## src/rtl/dcbarb_rr_sched.sv

```systemverilog
// Round-robin scheduler for the DCB pop channel: registered one-hot grant held until popped.
// Define DCBARB_LOCK_EN to add the lock port and multi-beat bursts of up to MAX_BURST.
module dcbarb_rr_sched #(
  parameter int CNT       = 8,
  parameter int MAX_BURST = 4,
  parameter int IW        = $clog2(CNT)
) (
  input  logic                           clk,
  input  logic                           rst_n,
  input  logic [CNT-1:0]                 req,
  input  logic                           rdy,
`ifdef DCBARB_LOCK_EN
  input  logic                           lock,
`endif
  output logic [CNT-1:0]                 grant,
  output logic [IW-1:0]                  grant_idx,
  output logic                           pop,
  output logic [$clog2(MAX_BURST+1)-1:0] burst_cnt
);

  localparam int BW = $clog2(MAX_BURST+1);

  typedef enum logic {IDLE, GNT} state_t;

  state_t         state;
  logic [IW-1:0]  ptr;
  logic [IW-1:0]  next_ptr;
  logic [IW-1:0]  base;
  logic [IW-1:0]  sel_idx;
  logic [IW-1:0]  probe;
  logic [CNT-1:0] sel_oh;
  logic           sel_found;
  logic           eob;
  logic           release_gnt;

  assign pop      = (|grant) & rdy;
  assign next_ptr = (grant_idx == IW'(CNT-1)) ? '0 : grant_idx + 1'b1;

  // On release the search starts just past the current winner, so re-selection is back-to-back
  assign base = (state == GNT) ? next_ptr : ptr;

  always_comb begin
    sel_found = 1'b0;
    sel_idx   = '0;
    probe     = '0;
    for (int k = 0; k < CNT; k++) begin
      probe = IW'((int'(base) + k) % CNT);
      if (!sel_found && req[probe]) begin
        sel_found = 1'b1;
        sel_idx   = probe;
      end
    end
  end

  assign sel_oh = {{(CNT-1){1'b0}}, 1'b1} << sel_idx;

`ifdef DCBARB_LOCK_EN
  assign eob = !lock || (burst_cnt == BW'(MAX_BURST-1));
`else
  assign eob = 1'b1;
`endif

  assign release_gnt = (pop & eob) | (~req[grant_idx] & ~pop);

  always_ff @(posedge clk or negedge rst_n) begin
    if (!rst_n) begin
      state     <= IDLE;
      grant     <= '0;
      grant_idx <= '0;
      burst_cnt <= '0;
      ptr       <= '0;
    end else begin
      case (state)
        IDLE: begin
          if (sel_found) begin
            state     <= GNT;
            grant     <= sel_oh;
            grant_idx <= sel_idx;
          end
        end
        GNT: begin
          if (release_gnt) begin
            ptr       <= next_ptr;
            burst_cnt <= '0;
            if (sel_found) begin
              grant     <= sel_oh;
              grant_idx <= sel_idx;
            end else begin
              state     <= IDLE;
              grant     <= '0;
              grant_idx <= '0;
            end
          end else if (pop && burst_cnt != BW'(MAX_BURST)) begin
            burst_cnt <= burst_cnt + 1'b1;
          end
        end
        default: begin
          state <= IDLE;
          grant <= '0;
        end
      endcase
    end
  end

endmodule
```

## config.mk

```make
export PLATFORM = sky130hd
export DESIGN_NAME = dcbarb_rr_sched
export DESIGN_NICKNAME = d
export VERILOG_FILES = /design/src/rtl/dcbarb_rr_sched.sv
export SDC_FILE = /design/constraint.sdc
export NUM_CORES = 1
export LEC_CHECK = 0
export CORE_MARGIN = 3
export CORE_UTILIZATION = 55
export DETAILED_ROUTE_END_ITERATION = 7
export PLACE_DENSITY = 0.79
export SLEW_MARGIN = 10
export SYNTH_ARGS = -nofsm -noshare
export SYNTH_HDL_FRONTEND = slang
export SYNTH_SLANG_ARGS = --single-unit
```

## constraint.sdc

```tcl
create_clock -name clk -period 5.05 [get_ports clk]
set_clock_uncertainty 0.05 [all_clocks]
set_input_delay 0.505 -clock clk [delete_from_list [all_inputs] [get_ports clk]]
set_output_delay 0.505 -clock clk [all_outputs]
set_load 0.005 [all_outputs]
```

Yosys cells after proc, flatten, opt, wreduce, memory -nomap -nowiden
Cells that the tools add are included.
Widths: inputs -> output; s select.
{"block": "totals", "reg_bits": 18, "in_bits": 11, "output_inout_bits": 15, "wordCells": 103}
{"block": "op_classes", "add_sub_neg": 9, "magnitude_cmp": 9, "eq_ne": 4, "n_shift": 1, "muxes": 49, "bitwise_logic": 6, "reduce_logical": 20}
{"cell": "$mux 3", "n": 15}
{"cell": "$lt 3x4->1 const B", "n": 9}
{"cell": "$bmux 1 s3", "n": 9}
{"cell": "$mux 8", "n": 3}
{"cell": "$mux 1", "n": 19}
{"cell": "$pmux 8 s2", "n": 1}
{"cell": "$add 3x3->3 const B", "n": 4}
{"cell": "$add 3x1->3 const B", "n": 3}
{"cell": "$logic_and 1x1->1", "n": 8}
{"cell": "$reduce_or 8->1", "n": 1}
{"cell": "$shl 1x3->8 const A", "n": 1}
{"cell": "$logic_not 1->1", "n": 7}
{"cell": "$add 3x2->3 const B", "n": 2}
{"cell": "$pmux 3 s2", "n": 1}
{"cell": "$reduce_and 2->1", "n": 3}
{"cell": "$eq 3x3->1 const B", "n": 1}
{"cell": "$ne 3x3->1 const B", "n": 1}
{"cell": "$not 1->1", "n": 3}
{"cell": "$and 1x1->1", "n": 2}
{"cell": "$ne 2x1->1 const B", "n": 1}
{"cell": "$ne 2x2->1 const B", "n": 1}
{"cell": "$pmux 1 s2", "n": 1}
{"cell": "$reduce_bool 2->1", "n": 1}
{"cell": "$or 1x1->1", "n": 1}

Depth between registers and ports, before layout
Gate-level depths: netlist of the first run.
{"block": "logic_depth", "depth_word": 31, "ltp_mapped": 17, "mapped_depth_nobuf": 14}

Worst setup path before layout of the first run
Ideal clock, no wire load.
{"block": "synth_timing", "path_type": "register -> register", "start": "register grant_idx[1]", "end": "register grant[2]", "setup_ns": 0.121, "t_arrival_ns": 3.654, "t_required_ns": 4.879, "setup_slack_ns": 1.225, "stages_incl_launch_ff": 16, "n_path_buf": 2, "synth_period_minus_slack_ns": 3.825, "path_cell_list": "dfrtp_1 ha_1 ha_1 nor3b_2 nor2_1 inv_2 buf_4 ha_1 clkbuf_1 xnor2_2 mux4_2 o211a_1 and2_4 o32ai_4 nor3_1 a22o_1"}
{"block": "synth_via", "elab_chain_cells": 31, "elab_cells_between_ends": 70, "classes_between": "add/sub (8); eq/ne (3); shift (1); mux (40); bitwise (3); reduce/logical (15)"}
{"item": "start: declaration", "line": "16", "rtl": "output logic [IW-1:0] grant_idx,"}
{"item": "start signal: assignment", "line": "78", "rtl": "grant_idx <= sel_idx;"}
{"item": "start signal: assignment", "line": "87", "rtl": "grant_idx <= sel_idx;"}
{"item": "parallel branches: the longest is 31 deep, another holds $add 3x1->3"}
{"item": "end signal: assignment", "line": "77", "rtl": "grant <= sel_oh;"}
{"item": "end signal: assignment", "line": "86", "rtl": "grant <= sel_oh;"}
{"item": "end: declaration", "line": "15", "rtl": "output logic [CNT-1:0] grant,"}
Parallel ways; which one is timed is not known. The select of a mux whose other input is x is not followed.
A chain may end at the register's enable or synchronous reset.

Final worst setup path of the first run
{"block": "layout_timing", "start": "register grant_idx[0]", "end": "register grant[3]"}
The elaborated chain is that of the path after synthesis.

==> impl_metrics.toml, run 1 <==
[run_status]
status = "completed"

[yosys]
synth_edf_count = 0
ys_ff_latch = 18
syn_avg_cell_area_um2 = 9.09
synthTopCellsByArea = "dfrtp_1 (21%), mux2i_1 (8.9%), mux4_2 (8.4%)"
synthTopCellsByCount = "nand2_1 (20), mux2i_1 (19), dfrtp_1 (18)"
yosysTopAreaCellShare_pct = 21.0
yosysSeqAreaShare_pct = 21.0
synth_most_common_cell = "nand2_1"
synth_warnings = 0
synth_cell_type_count = 65
synth_nets = 251
synth_ff_type = "dfrtp_1"
synth_cells = 236
synth.cell_area_um2 = 2150
async_reset_ff_share_pct = 100
synth_top_cell_by_area = "dfrtp_1"

[cts]
cts_resized = 0
clk_pin_slew_ns = 0.06
numCtsBuffers = 3
tritoncts = "yes"
postCtsHoldBufs = 0
ctsHtreeMaxLevel = 1
cts_setup_buffers = 0
clock_latency_ns = 0.26
clkSinkCount = 18
cts.root.buffer_cell = "clkbuf_8"
cts_buffer_depth = 2

[sta]
setup_tns_ns = 0
final-hold-violation-count = 0
setup_viol = 0
fmax_ghz = 0.223
rsz0062_at_grt = "no"
fin_ws_ns = 0.569
relSlewSlack_pct = 46.4
period_minus_slack_ns = 4.48
slew_viol_final = 0
period_share_pct = 88.7
tightest_slew_ns = 0.802

[drt]
routed_wl_um = 5530
wl_per_cell_um = 18.3
ant_nets = 0
routed_via_density = 6.64
route.detailed.drc = 0
wirelength_met1_um = 2470
vias = 2005
dr_wl_met3_um = 478
top_layer_used = "met4"
wl_met2_um = 2550
first_iter_violations = 168
first_pass_iters = 5

[place]
port_buffers = 25
globalplace.congestion = 0.937
dpl_cell_area_um2 = 2400
dp_hpwl_um = 4330
dp_slack_ns = 0.600

[die]
ios = 26
die_h_um = 68.5
num_rows = 22
initial_core_util_pct = 57.7
dieArea_um2 = 4690
die_w_um = 68.5
coreArea_um2 = 3720

[hold_path]
min_to = "ptr[1]"
hold_path.class = "flip-flop to flip-flop"
hold_start = "ptr[1]"
hold_depth = 2

[finish]
final_nets = 271
regArea_um2 = 450
n_antenna_cell = 0
syn2layout_area_growth_pct = 13.9
nFillCells = 327
drive_gt1_share_pct = 17.3
finalInstanceArea_um2 = 2440
multiInputGateArea_um2 = 1590

[global_route]
grt_pass1_vias = 1743
grt_pass1_wl_um = 8620
antenna_found_initial = 0
grt_start_max_net_pins = 19
globalRouteTotalUtil_pct = 24.9
grt-ovfl-total = 0

[critical_path]
arrival_ns = 4.58
reg2reg_to = "grant[3]"
crit_type = "flip-flop to flip-flop"
r2r_setup_slack_ns = 0.57
worstSetupEndpointType = "flip-flop"
r2r_cells = 13
crit_fanout = 14
startpoint_type = "flip-flop"
reg2reg_from = "grant_idx[0]"
crit_required_ns = 5.15

[flow_run]
drv_cap = 0
per-stage QoR:
stage	hold WS, ns	cells	utilization (%)
2_1_floorplan	0.159	236	-
3_3_place_gp	0.419	299	64.6
3_5_place_dp	0.421	299	64.6
4_1_cts	0.440	302	65.8
5_1_grt	0.462	302	65.8
6_report	0.439	302	65.8
cell families (layout without fill, tap and decap cells):
family	Yosys count	in the layout	share of synthesized area, %
flops	18	18	21.0
buf+inv	20	38	4.78
simple gates	79	79	19.6
compound gates	77	77	28.7
xor+xnor	4	4	2.33
mux	34	34	21.2
fa+ha+maj	4	4	2.33
layer usage:
metal	global-route usage (%)	vias to the layer above
met5	0	-
met4	2.98	0
met3	5.75	6
met2	37.8	91
met1	36.7	955
li1	-	953
critical path, stage by stage, from the launching register on:
cell      delay (ns)
dfrtp_1         0.53
ha_1            0.21
ha_1            0.26
nand3b_1        0.13
and2_1          0.50
inv_2           0.23
ha_1            0.36
xnor2_2         0.40
mux4_2          0.63
o211a_1         0.16
and2_4          0.16
o32ai_4         0.44
a21oi_1         0.09
a22o_1          0.21
sequential cells by signal, indices dropped and copies added, names as in the netlist:
register and cells:
grant_idx 3, ptr 3, burst_cnt 3, state 1, grant 8
cell usage in the layout, fill, tap and decap left out, types with 5 or more instances in the layout:
cell	netlist	layout
mux2_2	5	5
nand3_1	6	6
o211ai_1	7	7
nor3_1	14	14
o21ai_0	9	9
mux2i_1	19	19
dfrtp_1	18	18
clkdlybuf4s50_1	0	25
o21ai_1	6	6
nand2_1	20	20
mux4_2	8	8
inv_1	5	5
a21oi_1	11	11
nor2_1	13	13
final cells by class:
| class | count | share of cell area (%) |
|---|---|---|
| timing repair buffer | 28 | 11.2 |
| multi-input combinational | 198 | 65.2 |
| tap | 48 | 2.46 |
| inverter | 7 | 1.08 |
| clock buffer | 3 | 1.69 |
| sequential | 18 | 18.4 |
worst max-delay path by stage:
stage | from | endpoint | slack (ns) | cells past startpoint
2_1_floorplan | grant_idx[1] | grant[2] | 1.22 | 15
3_3_place_gp | grant_idx[0] | grant[3] | 0.74 | 13
3_5_place_dp | grant_idx[0] | grant[2] | 0.60 | 13
4_1_cts | grant_idx[0] | grant[3] | 0.60 | 13
5_1_grt | grant_idx[0] | grant[2] | 0.26 | 13
6_report | grant_idx[0] | grant[3] | 0.57 | 13
Power of run 1 is left out: the tool's default activity adds up to more than one toggle a clock period on the data nets, which glitch-free logic cannot reach.
==> run 2: changes to the inputs <==
GPL_ROUTABILITY_DRIVEN = 0   (was default)
==> impl_metrics.toml, run 2 (synthesized netlist as in run 1, its figures left out) <==
[cts]
clk_pin_slew_ns = 0.07
tritoncts = "yes"
cts_setup_buffers = 0
postCtsHoldBufs = 0
numCtsBuffers = 3
cts.root.buffer_cell = "clkbuf_8"
clock_latency_ns = 0.25
clkSinkCount = 18
cts_resized = 0
ctsHtreeMaxLevel = 1
cts_buffer_depth = 2

[finish]
final_common_cell = "clkdlybuf4s50_1"
final_nets = 271
regMostFlops = "grant"
final_cell_mix = "clkdlybuf4s50_1 (25), nand2_1 (20), mux2i_1 (19)"
multiInputGateArea_um2 = 1590
largest_reg_flops = 8
n_antenna_cell = 0
regArea_um2 = 450
syn2layout_area_growth_pct = 14.5
nFillCells = 293
drive_gt1_share_pct = 17.6

[sta]
tightest_slew_ns = 0.765
rsz0062_at_grt = "no"
slew_viol_final = 0
period_minus_slack_ns = 4.46
setup_viol = 0
setup_tns_ns = 0
relSlewSlack_pct = 48.9
fmax_ghz = 0.224
period_share_pct = 88.4
final-hold-violation-count = 0

[place]
port_buffers = 25
dp_hpwl_um = 4180

[drt]
vias = 2048
first_iter_violations = 246
first_pass_iters = 5
routed_via_density = 6.76
ant_nets = 0
routed_wl_um = 5370
route.detailed.drc = 0
wl_per_cell_um = 17.7

[critical_path]
path_cells = "ha_1, ha_1, nand3b_1, and2_1, inv_2, ha_1, xnor2_2, mux4_2, o211a_1, and2_4, o32ai_4, nor3_1, a22o_1"
crit_type = "flip-flop to flip-flop"
r2r_cells = 13
worstSetupEndpointType = "flip-flop"
arrival_ns = 4.56
startpoint_type = "flip-flop"
max_stage_delay_ns = 0.63
reg2reg_to = "grant[2]"
crit_fanout = 14
crit_required_ns = 5.14
r2r_setup_slack_ns = 0.59
cpMostUsedCell = "ha_1"
cp_slowest_cell = "mux4_2"
reg2reg_from = "grant_idx[0]"

[hold_path]
hold_depth = 1
hold_start = "burst_cnt[2]"
min_to = "burst_cnt[2]"
hold_path.class = "flip-flop to flip-flop"

[die]
coreArea_um2 = 3720
ios = 26
die_h_um = 68.5
num_rows = 22
initial_core_util_pct = 57.7
dieArea_um2 = 4690
die_w_um = 68.5

[global_route]
use_met3_pct = 3.45
busiest_layer = "met2"
gr-usage-met1_pct = 36.0
grt_pass1_vias = 1722
globalRouteTotalUtil_pct = 24.0
grt-ovfl-total = 0
grt_pass1_wl_um = 8510
use_met2_pct = 37.3
grt_start_max_net_pins = 19
antenna_found_initial = 0

[run_status]
status = "completed"

[flow_run]
drv_cap = 0
-- run 2: changes by cell type in the layout (fill, tap and decap cells not counted), sizes merged --
cell | previous run | this run
clkbuf | 3 | 4
-- run 2: worst max-delay path by stage --
stage / start / end
2_1_floorplan: grant_idx[1] / grant[2]
3_3_place_gp: grant_idx[0] / grant[2]
3_5_place_dp: grant_idx[0] / grant[2]
4_1_cts: grant_idx[0] / grant[2]
5_1_grt: grant_idx[0] / grant[2]
6_report: grant_idx[0] / grant[2]
-- run 2: worst max-delay path, delay by kind of cell, from the launching register on --
kind	cells	cell delay [ns]
simple gates	4	0.87
buf+inv	1	0.23
compound gates	3	0.80
fa+ha+maj	3	0.84
flops	1	0.54
mux	1	0.63
xor+xnor	1	0.39
-- run 2: per-stage QoR --
stage	cell area, um2	cells	setup WS, ns	util, %	hold slack [ns]
final	2460	303	0.586	66.1	0.442
after CTS	2460	303	0.620	66.1	0.441
after floorplan	2150	236	1.22	-	0.159
after global placement	2400	299	0.755	64.6	0.419
after detailed placement	2400	299	0.658	64.6	0.422
after global routing	2460	303	0.242	66.1	0.473
-- run 2: area by class of cell --
| class | count | share of cell area (%) |
|---|---|---|
| multi-input combinational | 198 | 64.8 |
| sequential | 18 | 18.3 |
| timing repair buffer | 28 | 11.1 |
| tap | 48 | 2.44 |
| clock buffer | 4 | 2.24 |
| inverter | 7 | 1.07 |
-- run 2: routing by layer --
metal | vias up | share of wire, %
met4 | 0 | 1.3
met3 | 10 | 7.2
li1 | 953 | -
met1 | 982 | 45
met5 | - | 0
met2 | 103 | 47
Power of run 2 is left out for the same reason.
==> run 3: changes to the inputs <==
SETUP_SLACK_MARGIN = 0.1   (was default)
SKIP_CTS_REPAIR_TIMING = 1   (was default)
SKIP_LAST_GASP = 1   (was default)
==> results of run 3 <==
Same layout as run 2: the final DEF is identical, and so are final timing and power.
Power of run 3 is left out for the same reason.
